$ cat config.mk
export PLATFORM = sky130hd
export DESIGN_NAME = acq_seq_flat
export DESIGN_NICKNAME = d
export VERILOG_FILES = /design/src/rtl/acq_seq_if.sv /design/src/rtl/acq_seq.sv /design/src/flat_wrapper.sv
export SDC_FILE = /design/constraint.sdc
export NUM_CORES = 1
export LEC_CHECK = 0
export CAP_MARGIN = 20
export CELL_PAD_IN_SITES_DETAIL_PLACEMENT = 1
export CELL_PAD_IN_SITES_GLOBAL_PLACEMENT = 2
export CORE_MARGIN = 2
export CORE_UTILIZATION = 33
export DETAILED_ROUTE_END_ITERATION = 8
export PLACE_DENSITY = 0.81
export RECOVER_POWER = 25
export SLEW_MARGIN = 20
export SYNTH_ARGS = -nofsm -noshare
export SYNTH_HDL_FRONTEND = slang
export SYNTH_SLANG_ARGS = --single-unit
$ cat constraint.sdc
create_clock -name clk -period 3.2 [get_ports clk]
set_input_delay 0.64 -clock clk [delete_from_list [all_inputs] [get_ports clk]]
set_output_delay 0.64 -clock clk [all_outputs]
set_load 0.02 [all_outputs]
$ cat src/rtl/acq_seq_if.sv
// Capture sequencer bundle: host config, trigger/decimator inputs, decimator control and
// sample RAM write port.
interface acq_seq_if #(
  parameter int unsigned ADDR_W = 10,
  parameter int unsigned NUM_W  = 16
);
  logic              start;
  logic              abort;
  logic [NUM_W-1:0]  cfg_num;
  logic              cfg_div2;
  logic [ADDR_W-1:0] cfg_pre;
  logic [ADDR_W-1:0] cfg_post;
  logic              trig;
  logic              deci_out;
  logic              deci_en;
  logic              deci_div2;
  logic [NUM_W-1:0]  deci_num;
  logic              wr_en;
  logic [ADDR_W-1:0] wr_addr;
  logic [ADDR_W-1:0] trig_addr;
  logic              busy;
  logic              done;

  modport master (
    output start, abort, cfg_num, cfg_div2, cfg_pre, cfg_post, trig, deci_out,
    input  deci_en, deci_div2, deci_num, wr_en, wr_addr, trig_addr, busy, done
  );

  modport slave (
    input  start, abort, cfg_num, cfg_div2, cfg_pre, cfg_post, trig, deci_out,
    output deci_en, deci_div2, deci_num, wr_en, wr_addr, trig_addr, busy, done
  );
endinterface

$ cat src/rtl/acq_seq.sv
// Acquisition sequencer: pre-trigger fill, armed wait, post-trigger count into a circular
// sample buffer, driving the decimator from a latched copy of the host config.
module acq_seq #(
  parameter int unsigned ADDR_W = 10,
  parameter int unsigned NUM_W  = 16
) (
  input logic      clk,
  input logic      nrst,
  acq_seq_if.slave bus
);

  typedef enum logic [2:0] {StIdle, StPre, StArm, StPost, StDone} state_e;

  state_e            state_q;
  logic [NUM_W-1:0]  cfg_num_q;
  logic              cfg_div2_q;
  logic [ADDR_W-1:0] cfg_pre_q;
  logic [ADDR_W-1:0] cfg_post_q;
  logic [ADDR_W-1:0] ptr_q;
  logic [ADDR_W-1:0] cnt_q;
  logic              trig_q;
  logic              wr_en_q;
  logic [ADDR_W-1:0] wr_addr_q;
  logic [ADDR_W-1:0] trig_addr_q;

  logic              active;
  logic              fire;
  logic              take;
  logic [ADDR_W-1:0] cnt_inc;
  logic              post_hit;

  assign active  = (state_q == StPre) || (state_q == StArm) || (state_q == StPost);
  assign fire    = (state_q == StArm) && bus.trig && !trig_q;
  assign cnt_inc = cnt_q + ADDR_W'(1);

  // A zero post count means nothing may be written once the trigger fires.
  always_comb begin
    take = 1'b0;
    if (!bus.abort && active && bus.deci_out) begin
      take = !(fire && (cfg_post_q == '0));
    end
  end

  always_comb begin
    post_hit = (cfg_post_q == '0);
    if (take) begin
      post_hit = (cfg_post_q == ADDR_W'(1));
    end
  end

  always_ff @(posedge clk or negedge nrst) begin
    if (!nrst) begin
      state_q     <= StIdle;
      cfg_num_q   <= '0;
      cfg_div2_q  <= 1'b0;
      cfg_pre_q   <= '0;
      cfg_post_q  <= '0;
      ptr_q       <= '0;
      cnt_q       <= '0;
      trig_q      <= 1'b0;
      wr_en_q     <= 1'b0;
      wr_addr_q   <= '0;
      trig_addr_q <= '0;
    end else begin
      trig_q  <= bus.trig;
      wr_en_q <= take;
      if (take) begin
        wr_addr_q <= ptr_q;
        ptr_q     <= ptr_q + ADDR_W'(1);
      end

      if (bus.abort) begin
        state_q <= StIdle;
      end else begin
        unique case (state_q)
          StIdle, StDone: begin
            if (bus.start) begin
              cfg_num_q  <= bus.cfg_num;
              cfg_div2_q <= bus.cfg_div2;
              cfg_pre_q  <= bus.cfg_pre;
              cfg_post_q <= bus.cfg_post;
              ptr_q      <= '0;
              cnt_q      <= '0;
              state_q    <= StPre;
            end
          end
          StPre: begin
            if (take) begin
              cnt_q <= cnt_inc;
            end
            if ((cnt_q == cfg_pre_q) || (take && (cnt_inc == cfg_pre_q))) begin
              cnt_q   <= '0;
              state_q <= StArm;
            end
          end
          StArm: begin
            if (fire) begin
              trig_addr_q <= ptr_q;
              cnt_q       <= take ? ADDR_W'(1) : '0;
              state_q     <= post_hit ? StDone : StPost;
            end
          end
          StPost: begin
            if (take) begin
              cnt_q <= cnt_inc;
              if (cnt_inc == cfg_post_q) begin
                state_q <= StDone;
              end
            end
          end
          default: state_q <= StIdle;
        endcase
      end
    end
  end

  assign bus.deci_en   = active;
  assign bus.busy      = active;
  assign bus.done      = (state_q == StDone);
  assign bus.deci_num  = cfg_num_q;
  assign bus.deci_div2 = cfg_div2_q;
  assign bus.wr_en     = wr_en_q;
  assign bus.wr_addr   = wr_addr_q;
  assign bus.trig_addr = trig_addr_q;

endmodule

$ cat src/flat_wrapper.sv
// flat-port wrapper written by rule: the top's interface ports become plain ports
module acq_seq_flat 
#(
  parameter int unsigned ADDR_W = 10,
  parameter int unsigned NUM_W  = 16
)
  (clk, nrst, bus_start, bus_abort, bus_cfg_num, bus_cfg_div2, bus_cfg_pre, bus_cfg_post, bus_trig, bus_deci_out, bus_deci_en, bus_deci_div2, bus_deci_num, bus_wr_en, bus_wr_addr, bus_trig_addr, bus_busy, bus_done);
  acq_seq_if #(.ADDR_W(ADDR_W), .NUM_W(NUM_W)) bus_i ();
  input logic clk;
  input logic nrst;
  input wire logic [$bits(bus_i.start)-1:0] bus_start;
  input wire logic [$bits(bus_i.abort)-1:0] bus_abort;
  input wire logic [$bits(bus_i.cfg_num)-1:0] bus_cfg_num;
  input wire logic [$bits(bus_i.cfg_div2)-1:0] bus_cfg_div2;
  input wire logic [$bits(bus_i.cfg_pre)-1:0] bus_cfg_pre;
  input wire logic [$bits(bus_i.cfg_post)-1:0] bus_cfg_post;
  input wire logic [$bits(bus_i.trig)-1:0] bus_trig;
  input wire logic [$bits(bus_i.deci_out)-1:0] bus_deci_out;
  output wire logic [$bits(bus_i.deci_en)-1:0] bus_deci_en;
  output wire logic [$bits(bus_i.deci_div2)-1:0] bus_deci_div2;
  output wire logic [$bits(bus_i.deci_num)-1:0] bus_deci_num;
  output wire logic [$bits(bus_i.wr_en)-1:0] bus_wr_en;
  output wire logic [$bits(bus_i.wr_addr)-1:0] bus_wr_addr;
  output wire logic [$bits(bus_i.trig_addr)-1:0] bus_trig_addr;
  output wire logic [$bits(bus_i.busy)-1:0] bus_busy;
  output wire logic [$bits(bus_i.done)-1:0] bus_done;
  assign bus_i.start = bus_start;
  assign bus_i.abort = bus_abort;
  assign bus_i.cfg_num = bus_cfg_num;
  assign bus_i.cfg_div2 = bus_cfg_div2;
  assign bus_i.cfg_pre = bus_cfg_pre;
  assign bus_i.cfg_post = bus_cfg_post;
  assign bus_i.trig = bus_trig;
  assign bus_i.deci_out = bus_deci_out;
  assign bus_deci_en = bus_i.deci_en;
  assign bus_deci_div2 = bus_i.deci_div2;
  assign bus_deci_num = bus_i.deci_num;
  assign bus_wr_en = bus_i.wr_en;
  assign bus_wr_addr = bus_i.wr_addr;
  assign bus_trig_addr = bus_i.trig_addr;
  assign bus_busy = bus_i.busy;
  assign bus_done = bus_i.done;
  acq_seq #(.ADDR_W(ADDR_W), .NUM_W(NUM_W)) u_core (.clk(clk), .nrst(nrst), .bus(bus_i));
endmodule
Word-level counts from Yosys, hierarchy flattened
Cells that the tools add are included.

Add/subtract/negate cells: 2. Equal/unequal tests: 15. Muxes and demuxes: 20. Bitwise logic cells: 1. Reductions and logical operators: 20.

Operators by type and width (count): 2-to-1 mux 10 bit (8); case mux 10 bit (4 select lines) (1); equality test 10 bit (3); 2-to-1 mux 3 bit (7); adder 10 x 1 -> 10 bit, second input constant (2); case mux 3 bit (4 select lines) (1); equality test 10 x 1 -> 1 bit, second input constant (1); logical NOT 10 bit (1); inequality test 3 bit, second input constant (3); equality test 3 x 2 -> 1 bit, second input constant (2); logical AND 1 bit (6); inequality test 3 x 2 -> 1 bit, second input constant (2); AND reduction 3 bit (2); AND reduction 5 bit (1); AND reduction 4 bit (1); nonzero test 4 bit (1); equality test 3 x 1 -> 1 bit, second input constant (1); equality test 3 bit, second input constant (1); logical NOT 1 bit (3); logical NOT 3 bit (1); logical OR 1 bit (3); 2-to-1 mux 1 bit (3); inequality test 2 x 1 -> 1 bit, second input constant (1); inequality test 2 bit, second input constant (1); other kinds (2) (2).

Register bits after elaboration: 82. Bits of input ports: 43. Output and inout port bits: 41. Logic and storage cells: 69.

Logic depth before layout (Yosys ltp)
Word-level depth: 11. Depth in mapped cells: 10. Mapped depth without buffers: 8.

Worst setup path after synthesis
No wires, ideal clock.

Path kind: reg-to-reg. Start: register u_core.cnt_q[0]. End: register u_core.state_q[2]. Setup time: 78 ps. Data arrival time: 2708 ps. Path slack: 415 ps. Stages on the path, launching flop included: 10. Buffers on the path: 1. Path through: dfrtp_1 > ha_1 > and2_4 > buf_6 > or3_1 > a2111oi_2 > nor3_1 > o32a_1 > or4_1 > a21oi_1.

Word-level cells in the longest chain between the ends: 6.

RTL lines: start, declared (line acq_seq.sv:20) `logic [ADDR_W-1:0] cnt_q;`; start signal, assigned (line acq_seq.sv:89) `cnt_q <= cnt_inc;`; start signal, assigned (line acq_seq.sv:99) `cnt_q <= take ? ADDR_W'(1) : '0;`; start signal, assigned (line acq_seq.sv:105) `cnt_q <= cnt_inc;`; adder 10 x 1 -> 10 bit (line acq_seq.sv:34) `assign cnt_inc = cnt_q + ADDR_W'(1);`; equality test 10 bit (line acq_seq.sv:91) `if ((cnt_q == cfg_pre_q) || (take && (cnt_inc == cfg_pre_q))) begin`; logical AND 1 bit (line acq_seq.sv:91); logical OR 1 bit (line acq_seq.sv:91); inequality test 3 bit (no line); AND reduction 5 bit (no line) (*); end signal, assigned (line acq_seq.sv:93) `state_q <= StArm;`; end signal, assigned (line acq_seq.sv:100) `state_q <= post_hit ? StDone : StPost;`; end signal, assigned (line acq_seq.sv:107) `state_q <= StDone;`; end, declared (line acq_seq.sv:14) `state_e state_q;`.

Mark *: on every way between the ends. The rest lies on a longest branch, timed or not. A chain may end at the register's enable or synchronous reset.

Worst setup path in the final report
Ends and elaborated chain as after synthesis.

==> flow_summary_export.csv <==
group,metric,value,unit
outcome,status,"finished with violations",
outcome,violations,"max-capacitance violations, max-slew violations",
routing,drt-initial-drc-count,118,
setup_path,max_stage_delay,0.49,ns
grt,grt_pass1_vias,3756,
yosys,synth_area_per_cell,10.5,um2
routing,drc,0,
setup_path,cp.arrival,3.35,ns
worst_hold_path,hold_start,"u_core.bus.wr_addr[6]",
cts,cts_root_buf,"clkbuf_16",
job,cap_violations,1,
setup_path,slowest_stage,"or4_1",
cts,cts_made_buffers,9,
setup_path,path_buf_inv,0,
setup_path,crit_type,"reg -> reg",
final_layout,nets,532,
timing,period_share,96.3,%
setup_path,critPathMaxFanout,8,
timing,hold_viol_final,0,
routing,ant_nets,0,
die,start_util,33.7,%
routing,drt-total-wl,11800,um
timing,max_slew_margin,-37.3,%
pwr,power_density,759,mW/mm2
cts,cts_tree,"built",
setup_path,cp-startpoint,"u_core.cnt_q[0]",
routing,drt_pre_antenna_iters,4,
grt,grt_pass1_wl,19700,um
yosys,synth_cell_types,59,
placement,hpwl,8590,um
final_layout,area_growth,31.0,%
yosys,synthCells,404,
timing,fin_ws,0.118,ns
die,die_area,0.0138,mm2
pwr,irDropWorstVdd,328,uV
cts,clock_path_buffers,2,
cts,clkSlewWorstSetupHoldPaths,0.06,ns
timing,setup_viol,0,
die,fp-row-count,41,
yosys,ys_seq_elements,82,
yosys,async_reset_ff_share,100,%
cts,cts.sinks,82,
die,core_area,0.0126,mm2
die,die_w,117,um
final_layout,drive_gt1_share,19.3,%
yosys,synth_flop_cell,"dfrtp_1",
timing,holdWs,0.483,ns
setup_path,r2r-start,"u_core.cnt_q[0]",
die,die_height,117,um
routing,routedWlPerCell,17.8,um
timing,clock.fmax,325,MHz
placement,dp_slack,-0.0602,ns
yosys,syn_area,0.00424,mm2
routing,vias_per_cell,5.13,
grt,grt_max_degree,83,
cts,h-tree-depth,3,
setup_path,worstSetupStartpointType,"flip-flop",
final_layout,n_antenna_cell,0,
grt,grt_usage,17.8,%
die,io_pins,84,
grt,antenna_found_initial,0,
setup_path,worstPathCellList,"ha_1 -> and2_4 -> or3_1 -> a2111oi_2 -> nor3_1 -> o32a_1 -> or4_1 -> a21oi_1",
grt,gr-total-overflow,0,
pwr,leakage,0.00231,uW
timing,drv_slew,83,
yosys,seq_area_frac_synth,48.4,%
timing,tightest_slew,2.06,ns
cts,clock_latency,0.35,ns
routing,vias,3407,
yosys,synth-edff-count,0,
yosys,synth_nets,449,
worst_hold_path,hp-class,"reg -> reg",
setup_path,critPathTopFamily,"simple AND/OR/NAND/NOR gates",
placement,gp_congestion,0.796,
setup_path,crit_path_end_kind,"flip-flop",
timing,fin_crit,3.08,ns
placement,io_buffers,83,
setup_path,crit_required,3.47,ns
yosys,ys_warn_count,0,
timing,setup_tns,0,ns
timing,skew,0.00847,ns
[placed cells by master, fill, tap and decap left out, types with 2 or more instances in the layout]
cell / count
or3_1: 8
o31ai_1: 3
o2bb2ai_1: 2
nor4_1: 7
nand2_1: 51
clkdlybuf4s50_1: 81
buf_4: 14
xor2_1: 20
and3_2: 2
dfrtp_1: 82
and2_1: 2
a21oi_1: 10
mux2_2: 46
xnor2_1: 14
a31oi_1: 2
nor2_1: 23
inv_1: 10
clkinv_2: 2
o21ai_0: 14
nand3_1: 7
nor3_1: 9
nor3_2: 2
a211oi_1: 3
o22a_1: 2
o221ai_1: 4
nand2b_1: 3
nor2b_1: 4
o211ai_1: 4
a21o_1: 2
ha_1: 2
o32ai_1: 2
or2_2: 2
clkbuf_16: 9
nand4_1: 6
nor3b_1: 2
clkinv_4: 3
[cell families after synthesis]
kind of cell / Yosys count / share of synthesized area [%]
AO/OA/AOI/OAI: 64 / 10.7
multiplexers: 46 / 12.2
AND/OR/NAND/NOR: 139 / 16.5
XOR/XNOR: 34 / 7.02
buffers and inverters: 36 / 4.37
flip-flops: 82 / 48.4
adder cells (fa/ha/maj): 3 / 0.826
[what timing repair did]
item	4_1_cts	5_1_grt
setup endpoints to repair	0	3
resized for setup	0	3
buffers inserted	0	0
hold buffers	0	0
[stage by stage]
| stage | power [uW] | cells | area, um2 | utilization (%) |
|---|---|---|---|---|
| floorplan | 2580 | 404 | 4240 | - |
| global placement | 3230 | 648 | 5270 | 42.0 |
| detailed placement | 3280 | 648 | 5270 | 42.0 |
| CTS | 4270 | 664 | 5550 | 44.1 |
| global route | 4470 | 664 | 5560 | 44.2 |
| finish | 4220 | 664 | 5560 | 44.2 |
[path summary, 6_finish.rpt]
check | end | cells after the start | slack (ns)
max in group asynchronous | u_core.trig_q | 1 | 1.10
setup reg to reg | u_core.state_q[2] | 8 | 0.12
hold reg to reg | u_core.bus.wr_addr[6] | 2 | 0.48
min in group asynchronous | u_core.bus.deci_div2 | 1 | 0.89
setup / recovery | u_core.state_q[2] | 8 | 0.12
hold / removal | u_core.bus.wr_addr[6] | 2 | 0.48
[sequential cells by signal (all words and copies together), names as in the netlist]
signal and count:
u_core.bus.deci_num 16, u_core.bus.trig_addr 10, u_core.bus.wr_addr 10, u_core.cfg_post_q 10, u_core.cfg_pre_q 10, u_core.cnt_q 10, u_core.ptr_q 10, u_core.state_q 3
u_core.bus.deci_div2 1, u_core.bus.wr_en 1, u_core.trig_q 1
[report_power, final]
part	switching, uW	internal, uW
clock network	435	527
logic	846	844
registers	245	1320
[Yosys cell counts, types with 2 or more instances]
cell type	count	area, um2
dfrtp_1	82	2050
nand2_1	52	195
mux2_2	46	518
nor2_1	23	86.3
xor2_1	20	175
clkbuf_1	14	52.6
o21ai_0	14	70.1
xnor2_1	14	123
nor3_1	11	55.1
a21oi_1	10	50.1
inv_1	10	37.5
or3_1	8	50.1
nand3_1	7	35.0
nor4_1	7	43.8
nand4_1	6	37.5
buf_2	4	20.0
buf_4	4	30.0
buf_6	4	45.0
nor2b_1	4	25.0
o211ai_1	4	30.0
o221ai_1	4	35.0
o31ai_1	4	30.0
a211oi_1	3	22.5
nand2b_1	3	18.8
a21o_1	2	15.0
a31oi_1	2	12.5
and2_1	2	12.5
and3_2	2	15.0
ha_1	2	25.0
nor3b_1	2	15.0
o21ai_1	2	10.0
o22a_1	2	17.5
o2bb2ai_1	2	17.5
o32ai_1	2	17.5
or2_2	2	12.5
[layer usage]
layer	share of wire (%)	wire length [um]	global-route usage, %
met1	44	5140	22.1
met2	50	5920	30.0
met3	3.8	445	3.50
met4	2.5	295	7.83
met5	0	0	0
[cell type report]
| class | count | area [um2] |
|---|---|---|
| fill | 1401 | 7010 |
| timing repair buffer | 98 | 951 |
| tap | 172 | 215 |
| clock buffer | 10 | 229 |
| clock inverter | 6 | 43.8 |
| multi-input combinational | 286 | 2030 |
| inverter | 10 | 37.5 |
| sequential | 82 | 2050 |
[worst reg2reg max path: cells and delay by family, from the launching register on]
family | cells | cell delay [ns]
AOI/OAI and AO/OA | 3 | 0.98
and+or+nand+nor | 4 | 1.22
DFF | 1 | 0.47
adders and majority gates | 1 | 0.33
(Power assumes the default switching activity.)
